==> src/rtl/ren_tile_binner_pkg.sv <==
// Shared widths, record field offsets and binner state encoding for the tile binner.
// The optional step clamp is enabled with the REN_BINNER_STEP_CLAMP_EN macro.
package ren_tile_binner_pkg;

  localparam int FP_W      = 22;
  localparam int TRI_W     = 506;
  localparam int STEP_W    = 16;
  localparam int TRI_ID_W  = 8;
  localparam int TILE_SIZE = 16;

  localparam logic [STEP_W-1:0] MAX_STEPS_X = 16'd79;
  localparam logic [STEP_W-1:0] MAX_STEPS_Y = 16'd59;

  // Record is packed MSB first: 9 edge coeffs, min_x, min_y, then 12 attribute coeffs.
  localparam int EDGE_LSB  = TRI_W - 9 * FP_W;
  localparam int MIN_X_LSB = EDGE_LSB - FP_W;
  localparam int MIN_Y_LSB = MIN_X_LSB - FP_W;
  localparam int ATTR_LSB  = 0;

  typedef enum logic [1:0] {
    ST_IDLE = 2'd0,
    ST_WALK = 2'd1,
    ST_DROP = 2'd2
  } binner_state_e;

  function automatic logic [STEP_W-1:0] clamp_steps(input logic [STEP_W-1:0] steps,
                                                    input logic [STEP_W-1:0] limit);
    return (steps > limit) ? limit : steps;
  endfunction

endpackage

==> src/rtl/ren_tile_walker.sv <==
// Row-major tile walker: dx inner, dy outer, advancing one tile per accepted token.
module ren_tile_walker
  import ren_tile_binner_pkg::*;
(
  input  logic              clk,
  input  logic              rstn,
  input  logic              i_clear,
  input  logic              i_active,
  input  logic              i_advance,
  input  logic [STEP_W-1:0] i_sx,
  input  logic [STEP_W-1:0] i_sy,
  output logic [STEP_W-1:0] o_dx,
  output logic [STEP_W-1:0] o_dy,
  output logic              o_first,
  output logic              o_last,
  output logic              o_done
);

  logic [STEP_W-1:0] r_dx;
  logic [STEP_W-1:0] r_dy;
  logic              w_end_x;
  logic              w_end_y;

  assign w_end_x = (r_dx == i_sx);
  assign w_end_y = (r_dy == i_sy);

  // The last accept leaves dy at sy; the next capture clears both counters.
  always_ff @(posedge clk or negedge rstn) begin
    if (!rstn) begin
      r_dx <= '0;
      r_dy <= '0;
    end else if (i_clear) begin
      r_dx <= '0;
      r_dy <= '0;
    end else if (i_advance) begin
      if (w_end_x) begin
        r_dx <= '0;
        if (!w_end_y) begin
          r_dy <= r_dy + 16'd1;
        end
      end else begin
        r_dx <= r_dx + 16'd1;
      end
    end
  end

  assign o_dx    = r_dx;
  assign o_dy    = r_dy;
  assign o_first = i_active & (r_dx == '0) & (r_dy == '0);
  assign o_last  = i_active & w_end_x & w_end_y;
  assign o_done  = i_advance & w_end_x & w_end_y;

endmodule

==> src/rtl/ren_tile_binner.sv <==
// Tile binner: captures one setup record, then emits its bounding-box tiles row-major.
// Define REN_BINNER_STEP_CLAMP_EN to clamp the step counts to the screen on capture.
module ren_tile_binner
  import ren_tile_binner_pkg::*;
(
  input  logic                clk,
  input  logic                rstn,
  input  logic                i_valid,
  output logic                o_busy,
  input  logic [TRI_W-1:0]    i_tri_data,
  input  logic [STEP_W-1:0]   i_steps_x,
  input  logic [STEP_W-1:0]   i_steps_y,
  output logic                o_tile_valid,
  input  logic                i_tile_ready,
  output logic [TRI_W-1:0]    o_tri_data,
  output logic [STEP_W-1:0]   o_tile_dx,
  output logic [STEP_W-1:0]   o_tile_dy,
  output logic [TRI_ID_W-1:0] o_tri_id,
  output logic                o_first,
  output logic                o_last,
  output logic [STEP_W-1:0]   o_drop_cnt
);

  binner_state_e       r_state;
  binner_state_e       w_next;
  logic [TRI_W-1:0]    r_tri_data;
  logic [STEP_W-1:0]   r_sx;
  logic [STEP_W-1:0]   r_sy;
  logic [TRI_ID_W-1:0] r_tri_id;
  logic [STEP_W-1:0]   r_drop_cnt;
  logic                w_capture;
  logic                w_degenerate;
  logic                w_walking;
  logic                w_advance;
  logic                w_done;
  logic                w_bump_id;
  logic [STEP_W-1:0]   w_sx;
  logic [STEP_W-1:0]   w_sy;

  // A set sign bit means max < min in setup, so the record carries no tiles.
  assign w_degenerate = i_steps_x[STEP_W-1] | i_steps_y[STEP_W-1];

`ifdef REN_BINNER_STEP_CLAMP_EN
  assign w_sx = clamp_steps(i_steps_x, MAX_STEPS_X);
  assign w_sy = clamp_steps(i_steps_y, MAX_STEPS_Y);
`else
  assign w_sx = i_steps_x;
  assign w_sy = i_steps_y;
`endif

  always_ff @(posedge clk or negedge rstn) begin
    if (!rstn) begin
      r_state <= ST_IDLE;
    end else begin
      r_state <= w_next;
    end
  end

  always_comb begin
    w_next       = r_state;
    w_capture    = 1'b0;
    w_walking    = 1'b0;
    w_advance    = 1'b0;
    w_bump_id    = 1'b0;
    unique case (r_state)
      ST_IDLE: begin
        if (i_valid) begin
          w_capture = 1'b1;
          w_next    = w_degenerate ? ST_DROP : ST_WALK;
        end
      end
      ST_WALK: begin
        w_walking = 1'b1;
        w_advance = i_tile_ready;
        if (w_done) begin
          w_bump_id = 1'b1;
          w_next    = ST_IDLE;
        end
      end
      ST_DROP: begin
        w_bump_id = 1'b1;
        w_next    = ST_IDLE;
      end
      default: begin
        w_next = ST_IDLE;
      end
    endcase
  end

  always_ff @(posedge clk or negedge rstn) begin
    if (!rstn) begin
      r_tri_data <= '0;
      r_sx       <= '0;
      r_sy       <= '0;
    end else if (w_capture) begin
      r_tri_data <= i_tri_data;
      r_sx       <= w_sx;
      r_sy       <= w_sy;
    end
  end

  // Triangle ids count both walked and dropped records so downstream can spot gaps.
  always_ff @(posedge clk or negedge rstn) begin
    if (!rstn) begin
      r_tri_id   <= '0;
      r_drop_cnt <= '0;
    end else begin
      if (w_bump_id) begin
        r_tri_id <= r_tri_id + 8'd1;
      end
      if ((r_state == ST_DROP) && (r_drop_cnt != 16'hFFFF)) begin
        r_drop_cnt <= r_drop_cnt + 16'd1;
      end
    end
  end

  ren_tile_walker u_walker (
    .clk       (clk),
    .rstn      (rstn),
    .i_clear   (w_capture),
    .i_active  (w_walking),
    .i_advance (w_advance),
    .i_sx      (r_sx),
    .i_sy      (r_sy),
    .o_dx      (o_tile_dx),
    .o_dy      (o_tile_dy),
    .o_first   (o_first),
    .o_last    (o_last),
    .o_done    (w_done)
  );

  assign o_busy       = (r_state != ST_IDLE);
  assign o_tile_valid = w_walking;
  assign o_tri_data   = r_tri_data;
  assign o_tri_id     = r_tri_id;
  assign o_drop_cnt   = r_drop_cnt;

endmodule

==> config.mk <==
export PLATFORM = sky130hd
export DESIGN_NAME = ren_tile_binner
export DESIGN_NICKNAME = d
export VERILOG_FILES = /design/src/rtl/ren_tile_binner_pkg.sv /design/src/rtl/ren_tile_walker.sv /design/src/rtl/ren_tile_binner.sv
export SDC_FILE = /design/constraint.sdc
export NUM_CORES = 1
export LEC_CHECK = 0
export ABC_AREA = 1
export ABC_CLOCK_PERIOD_IN_PS = 2320
export BUFFER_PORTS_ARGS = -buffer_cell sky130_fd_sc_hd__buf_2
export CAP_MARGIN = 20
export CELL_PAD_IN_SITES_DETAIL_PLACEMENT = 0
export CELL_PAD_IN_SITES_GLOBAL_PLACEMENT = 1
export CORE_AREA = 10 10 424 426
export CTS_CLUSTER_SIZE = 10
export DETAILED_ROUTE_END_ITERATION = 10
export DIE_AREA = 0 0 434 436
export GPL_ROUTABILITY_DRIVEN = 0
export GPL_TIMING_DRIVEN = 0
export PLACE_DENSITY = 0.45
export SYNTH_ARGS = -nofsm -noshare
export SYNTH_HDL_FRONTEND = slang
export SYNTH_SLANG_ARGS = --single-unit
==> constraint.sdc <==
create_clock -name clk -period 2.32 [get_ports clk]
set_input_delay 0.464 -clock clk [delete_from_list [all_inputs] [get_ports clk]]
set_output_delay 0.464 -clock clk [all_outputs]
set_load 0.03 [all_outputs]
# Yosys cells after proc, flatten, opt, wreduce, memory -nomap -nowiden
# Index checks and enable logic that the tools add are counted.
word_totals:
  out_inout_bits: 566
  regBits: 596
  in_bits: 542
op_classes:
  n_reduce_logical: 9
  eq_ne: 8
  bitwise: 7
  add_sub_neg: 4
  n_mux: 17
ops:
  columns: ["operator", "n"]
  rows:
  - ["2-to-1 mux 16 bit", 7]
  - ["adder 16 x 1 -> 16 bit (second input constant)", 3]
  - ["== test 16 bit", 2]
  - ["logical NOT 16 bit", 2]
  - ["inequality test 16 bit (second input constant)", 1]
  - ["adder 8 x 1 -> 8 bit (second input constant)", 1]
  - ["bitwise AND 1 bit", 6]
  - ["2-to-1 mux 2 bit", 3]
  - ["nonzero test 2 bit", 3]
  - ["2-to-1 mux 1 bit", 5]
  - ["inequality test 2 x 1 -> 1 bit (second input constant)", 2]
  - ["case mux 2 bit (2 select lines)", 1]
  - ["AND reduction 3 bit", 1]
  - ["== test 2 x 1 -> 1 bit (second input constant)", 1]
  - ["== test 2 bit (second input constant)", 1]
  - ["logical NOT 2 bit", 1]
  - ["inequality test 2 bit (second input constant)", 1]
  - ["case mux 1 bit (2 select lines)", 1]
  - ["AND reduction 2 bit", 1]
  - ["logical AND 1 bit", 1]
  - ["bitwise OR 1 bit", 1]

# Logic depth before layout (Yosys ltp)
depth:
  ltp_word: 6
  depth_mapped: 12

# Hierarchy
# Synthesis repeated with hierarchy kept, for this count alone.
hier_totals:
  cells_unflattened: 2959
  area_unflattened_um2: 24429.7
modules_own_cells:
  columns: ["module", "area_each_um2", "n_inst", "cells_per_inst"]
  rows:
  - ["ren_tile_binner", 21603.2, 1, 2479]
  - ["ren_tile_walker", 2826.5, 1, 480]

# Worst setup path before layout
# Ideal clock, no wire load.
synth_timing:
  path_kind: "register -> output"
  start: "register r_state[1]"
  end: "output port o_first"
  path_buffers: 0
  setup_slack_ns: -0.184
  arrival_time_ns: 2.040
  stages_incl_launch_ff: 7
  required_ns: 1.856
  path_cell_list: "dfrtp_1 -> inv_1 -> ha_1 -> nand2_1 -> nor3_1 -> nand4_1 -> nor4_1"
synth_via:
  elab_chain_len: 4
synth_lines:
  columns: ["item", "line", "source"]
  rows:
  - ["start: declaration", "ren_tile_binner.sv:24", "binner_state_e r_state;"]
  - ["start signal: assignment", "ren_tile_binner.sv:55", "r_state <= w_next;"]
  - ["== test 2 x 1 -> 1 bit", "ren_tile_binner.sv:65", "unique case (r_state)"]
  - ["2-to-1 mux 1 bit", "ren_tile_binner.sv:65", null]
  - ["named net o_tile_valid", "ren_tile_binner.sv:13", "output logic o_tile_valid,"]
  - ["bitwise AND 1 bit (2 in series)", "ren_tile_walker.sv:49", "assign o_first = i_active & (r_dx == '0) & (r_dy == '0);"]
  - ["end: declaration", "ren_tile_binner.sv:19", "output logic o_first,"]
# The timed path passes the listed nets, and every way through them passes these cells.

# Worst setup path after layout
layout_timing:
  start: "register u_walker.r_dy[9], in the netlist u_walker.o_dy[9]"
  end: "output port o_first"
layout_via:
  elab_chain_len: 2
layout_lines:
  columns: ["item", "line", "source"]
  rows:
  - ["start: declaration", "ren_tile_walker.sv:20", "logic [STEP_W-1:0] r_dy;"]
  - ["start signal: assignment", "ren_tile_walker.sv:39", "r_dy <= r_dy + 16'd1;"]
  - ["logical NOT 16 bit", "ren_tile_walker.sv:49", null]
  - ["bitwise AND 1 bit", "ren_tile_walker.sv:49", null]
# Every way passes these cells.

==> reports/summary.txt <==
CELLS AND AREA
----------------------------------------------------------------------------------
Proportion of layout cells with a drive suffix above 1                      32.20%
Area used by sequential logic in the layout                             14,940 µm²
Net count reported at finish                                                 5,120
Non-filler cells, final                                                      6,877
Area growth syn-to-layout                                                   72.10%
Filler Cells Inserted                                                       19,082
Combined area of the multi-input logic cells                              8351 µm²
Layout Utilization                                                          24.10%
Design area                                                             41,200 µm²

PLACE
----------------------------------------------------------------------------------
Instance area at placement                                              32,470 µm²
Placement-stage worst setup slack                                        -1.235 ns
Post-placement cell count                                                    6,171
Count of buffers from port buffering                                         1,107
DP HPWL                                                                 123,700 µm

GLOBAL ROUTE
----------------------------------------------------------------------------------
Pin count of the biggest net entering global routing                           102
Wire length of the first global-routing pass                            210,800 µm
Total global routing track utilization                                      15.66%
Global route overflow                                                            0
Vias in the first global route                                              26,479
Number of antenna violations at the first check in global routing               44

SETUP PATH
----------------------------------------------------------------------------------
Category of the worst setup path launch point                             register
Critical path fanouts, max                                                       7
CP arrival                                                                 2.24 ns
Nature of the critical path endpoint                                  primary output
Critical path type                                                      reg -> out
Worst endpoint required time                                               1.86 ns

SYNTH
----------------------------------------------------------------------------------
Post-synthesis async set-or-reset flop share                                100.0%
Largest area contributor in the netlist                               sky130_fd_sc_hd__dfrtp_1
Most instantiated cells after synthesis                               1,757 x sky130_fd_sc_hd__nand2_1, 596 x sky130_fd_sc_hd__dfrtp_1, 86 x sky130_fd_sc_hd__clkbuf_1, 69 x sky130_fd_sc_hd__inv_1, 46 x sky130_fd_sc_hd__nand3_1
Dominant cell by count in the synthesized netlist                     sky130_fd_sc_hd__nand2_1
Mean area per synthesized cell                                           8.478 µm²
Post-Syn Area                                                           23,940 µm²
Flip-flop and latch count after synthesis                                      596
Synth area leaders                                                    sky130_fd_sc_hd__dfrtp_1 62%, sky130_fd_sc_hd__nand2_1 28%, sky130_fd_sc_hd__clkbuf_1 1.3%
EDFF count, synth                                                                0
Number of warnings printed during yosys synthesis                                0
Synthesized instance count                                                   2,824
Count of unique library cells instantiated by Yosys                             34
Top cell type's share of synthesized area                                   62.29%
Share of synthesized area occupied by flip-flops and latches                62.29%
Most instantiated flip-flop cell in the synthesis netlist             sky130_fd_sc_hd__dfrtp_1
Net count after synthesis                                                    3,375

CLOCKING
----------------------------------------------------------------------------------
Number of H-tree levels                                                          3
Cts bufs inserted                                                               82
CTS max path bufs                                                                3
Number of clock sinks                                                          596
Reg clk slew, reported paths                                               0.06 ns
TritonCTS clock tree                                                         built
Root buffer selected by CTS                                           sky130_fd_sc_hd__clkbuf_16
Worst-skew pair later-pin latency                                          0.71 ns

FLOORPLANNING
----------------------------------------------------------------------------------
Die Outline Area                                                       189,200 µm²
Std cell rows                                                                  152
Floorplan die height                                                        436 µm
Number of ports placed on the die boundary                                   1,108
Floorplan core area                                                    171,000 µm²
Horizontal extent of the die                                                434 µm
Initial Util                                                                14.00%

STA
----------------------------------------------------------------------------------
Final count of negative-setup-slack endpoints                                    2
Final worst slack                                                       -0.3810 ns
Unrepaired setup endpoints after global routing                               true
Least-Margin Pin Slew                                                    0.6690 ns
Setup TNS                                                               -0.6888 ns
Final hold vios                                                                  0
Number of max-slew violations in the final report                                0
Highest clock frequency the design can meet                              370.2 MHz
Final Critical Period                                                     2.701 ns
Share of the clock period used by the worst path after layout               116.4%
Setup clock skew after layout                                           0.01479 ns
Max transition margin                                                       55.40%

STATUS
----------------------------------------------------------------------------------
Failing checks                                                        negative setup slack
Run status                                                            finished with violations

PWR
----------------------------------------------------------------------------------
Clock Power Share                                                            22.7%
Relative contribution of sequential cells to total power                     30.2%
Static leakage                                                            22.14 nW
Net switching power of the design                                        0.02903 W
Share of total power consumed by net switching                              48.85%
Internal power                                                           0.03040 W
Combinational share of power                                                 47.1%
Power per standard cell area                                           1442 nW/µm²
Maximum VDD drop                                                         0.6119 mV

ROUTING
----------------------------------------------------------------------------------
Remaining number of nets flagged by the antenna check after routing              0
Total routed wirelength                                                 153,100 µm
Initial DRT Pass Iterations                                                      5
Via count                                                                   25,236
Routed len/inst                                                           22.26 µm
Detailed-route vias per instance                                             3.670
Remaining routing DRC violations                                                 0
DR iter-0 viols                                                              1,679

FLOW RUN
----------------------------------------------------------------------------------
Count of max-cap constraint violations                                           0

MIN PATH
----------------------------------------------------------------------------------
Path type of the worst min-delay path                                    in -> reg

state kept, by name, summed over array words and instances (netlist names):
name and flops:
o_tri_data 506, o_drop_cnt 16, r_sx 16, r_sy 16
u_walker.o_dx 16, u_walker.o_dy 16, o_tri_id 8, r_state 2
worst paths after layout:
path / start / end / slack, ns / depth (start not counted)
worst min-delay path: i_tri_data[69] / o_tri_data[69]$_DFFE_PN0P_ / 0.05 / 3
worst min register to register: o_tri_data[449]$_DFFE_PN0P_ / o_tri_data[449]$_DFFE_PN0P_ / 0.47 / 2
worst max-delay path: u_walker.o_dy[9]$_DFFE_PN0P_ / o_first / -0.38 / 4
max in group asynchronous: rstn / o_tri_data[416]$_DFFE_PN0P_ / 0.32 / 5
min in group asynchronous: rstn / o_tri_data[118]$_DFFE_PN0P_ / 0.25 / 2
worst max register to register: r_state[1]$_DFFE_PN0P_ / o_tri_data[92]$_DFFE_PN0P_ / 0.13 / 10
power groups by stage:
stage          clock network (W)  registers (W)  logic (W)
3_5_place_dp                   0         0.0180     0.0271
4_1_cts                   0.0140         0.0179     0.0284
2_1_floorplan                  0         0.0264    0.00669
5_1_grt                   0.0144         0.0185     0.0302
3_3_place_gp                   0         0.0180     0.0271
6_report                  0.0135         0.0179     0.0280
area by class of cell:
type,instances,area share (%)
flip-flops and latches,596,36.27
repair buffers,1668,27.28
multi-input cells,2014,20.27
well taps,2233,6.781
clock buffers,127,5.958
plain buffers,128,1.843
clock inverters,22,0.8077
inverters,79,0.7318
diodes,10,0.06073
per-stage QoR:
step	total power, W	hold slack (ns)
floorplan	0.03308	0.1684
global placement	0.04510	0.4576
detailed placement	0.04510	0.3771
CTS	0.06034	0.001029
global route	0.06304	0.02663
finish	0.05943	0.04908
placed cells by master, fill, tap and decap left out, types with 3 or more instances in the layout:
cell	instances
sky130_fd_sc_hd__and3_1	5
sky130_fd_sc_hd__nand3_1	46
sky130_fd_sc_hd__dfrtp_2	24
sky130_fd_sc_hd__diode_2	10
sky130_fd_sc_hd__buf_4	44
sky130_fd_sc_hd__clkbuf_4	16
sky130_fd_sc_hd__xnor2_1	5
sky130_fd_sc_hd__nor2_2	3
sky130_fd_sc_hd__clkbuf_16	87
sky130_fd_sc_hd__clkbuf_2	68
sky130_fd_sc_hd__nand2_1	1736
sky130_fd_sc_hd__xor2_1	35
sky130_fd_sc_hd__a21oi_1	6
sky130_fd_sc_hd__o21ai_1	21
sky130_fd_sc_hd__buf_2	1130
sky130_fd_sc_hd__nand2_2	21
sky130_fd_sc_hd__buf_6	6
sky130_fd_sc_hd__clkinv_2	9
sky130_fd_sc_hd__clkbuf_1	25
sky130_fd_sc_hd__nand4_1	11
sky130_fd_sc_hd__inv_1	65
sky130_fd_sc_hd__o21ai_0	35
sky130_fd_sc_hd__inv_2	13
sky130_fd_sc_hd__nor3_1	9
sky130_fd_sc_hd__nor2_1	36
sky130_fd_sc_hd__buf_16	6
sky130_fd_sc_hd__nor4_1	5
sky130_fd_sc_hd__ha_1	7
sky130_fd_sc_hd__nor2_4	5
sky130_fd_sc_hd__bufinv_16	7
sky130_fd_sc_hd__dfrtp_1	572
sky130_fd_sc_hd__clkbuf_8	19
sky130_fd_sc_hd__dlygate4sd3_1	519
sky130_fd_sc_hd__nand2_4	5
sky130_fd_sc_hd__or2_2	5
layer usage:
layer  wire length [µm]  track usage, %  part of all wire (%)  up-vias
li1                   -               -                     -    12129
met1              59840           18.10                    39    12068
met2              75600           26.74                    49      800
met3              12050           5.208                   7.9      231
met4               5572           5.719                   3.6        8
met5                 46               0                 0.030        -
cells by family (layout without fill, tap and decap cells):
group,count (synthesis),count (layout),share of synthesized area [%]
fa+ha+maj,9,9,0.4704
compound gates,68,68,1.531
simple gates,1896,1896,30.60
other cells,0,10,0
flops,596,596,62.29
buf+inv,214,2024,3.606
xor+xnor,41,41,1.500
what timing repair did:
action / 4_1_cts / 5_1_grt
hold buffers: 519 / 0
pin swaps: 10 / 17
gates resized for setup: 123 / 126
setup buffers: 11 / 22
gates cloned: 0 / 2
hold endpoints to repair: 552 / 0
endpoints found under the setup margin: 556 / 452
critical path: stages, from the launching register on:
cell and delay, ns:
sky130_fd_sc_hd__dfrtp_2 0.46, sky130_fd_sc_hd__nor4_2 0.31, sky130_fd_sc_hd__nand4_1 0.32, sky130_fd_sc_hd__nor4_4 0.27, sky130_fd_sc_hd__buf_6 0.18
(Power assumes the default switching activity.)
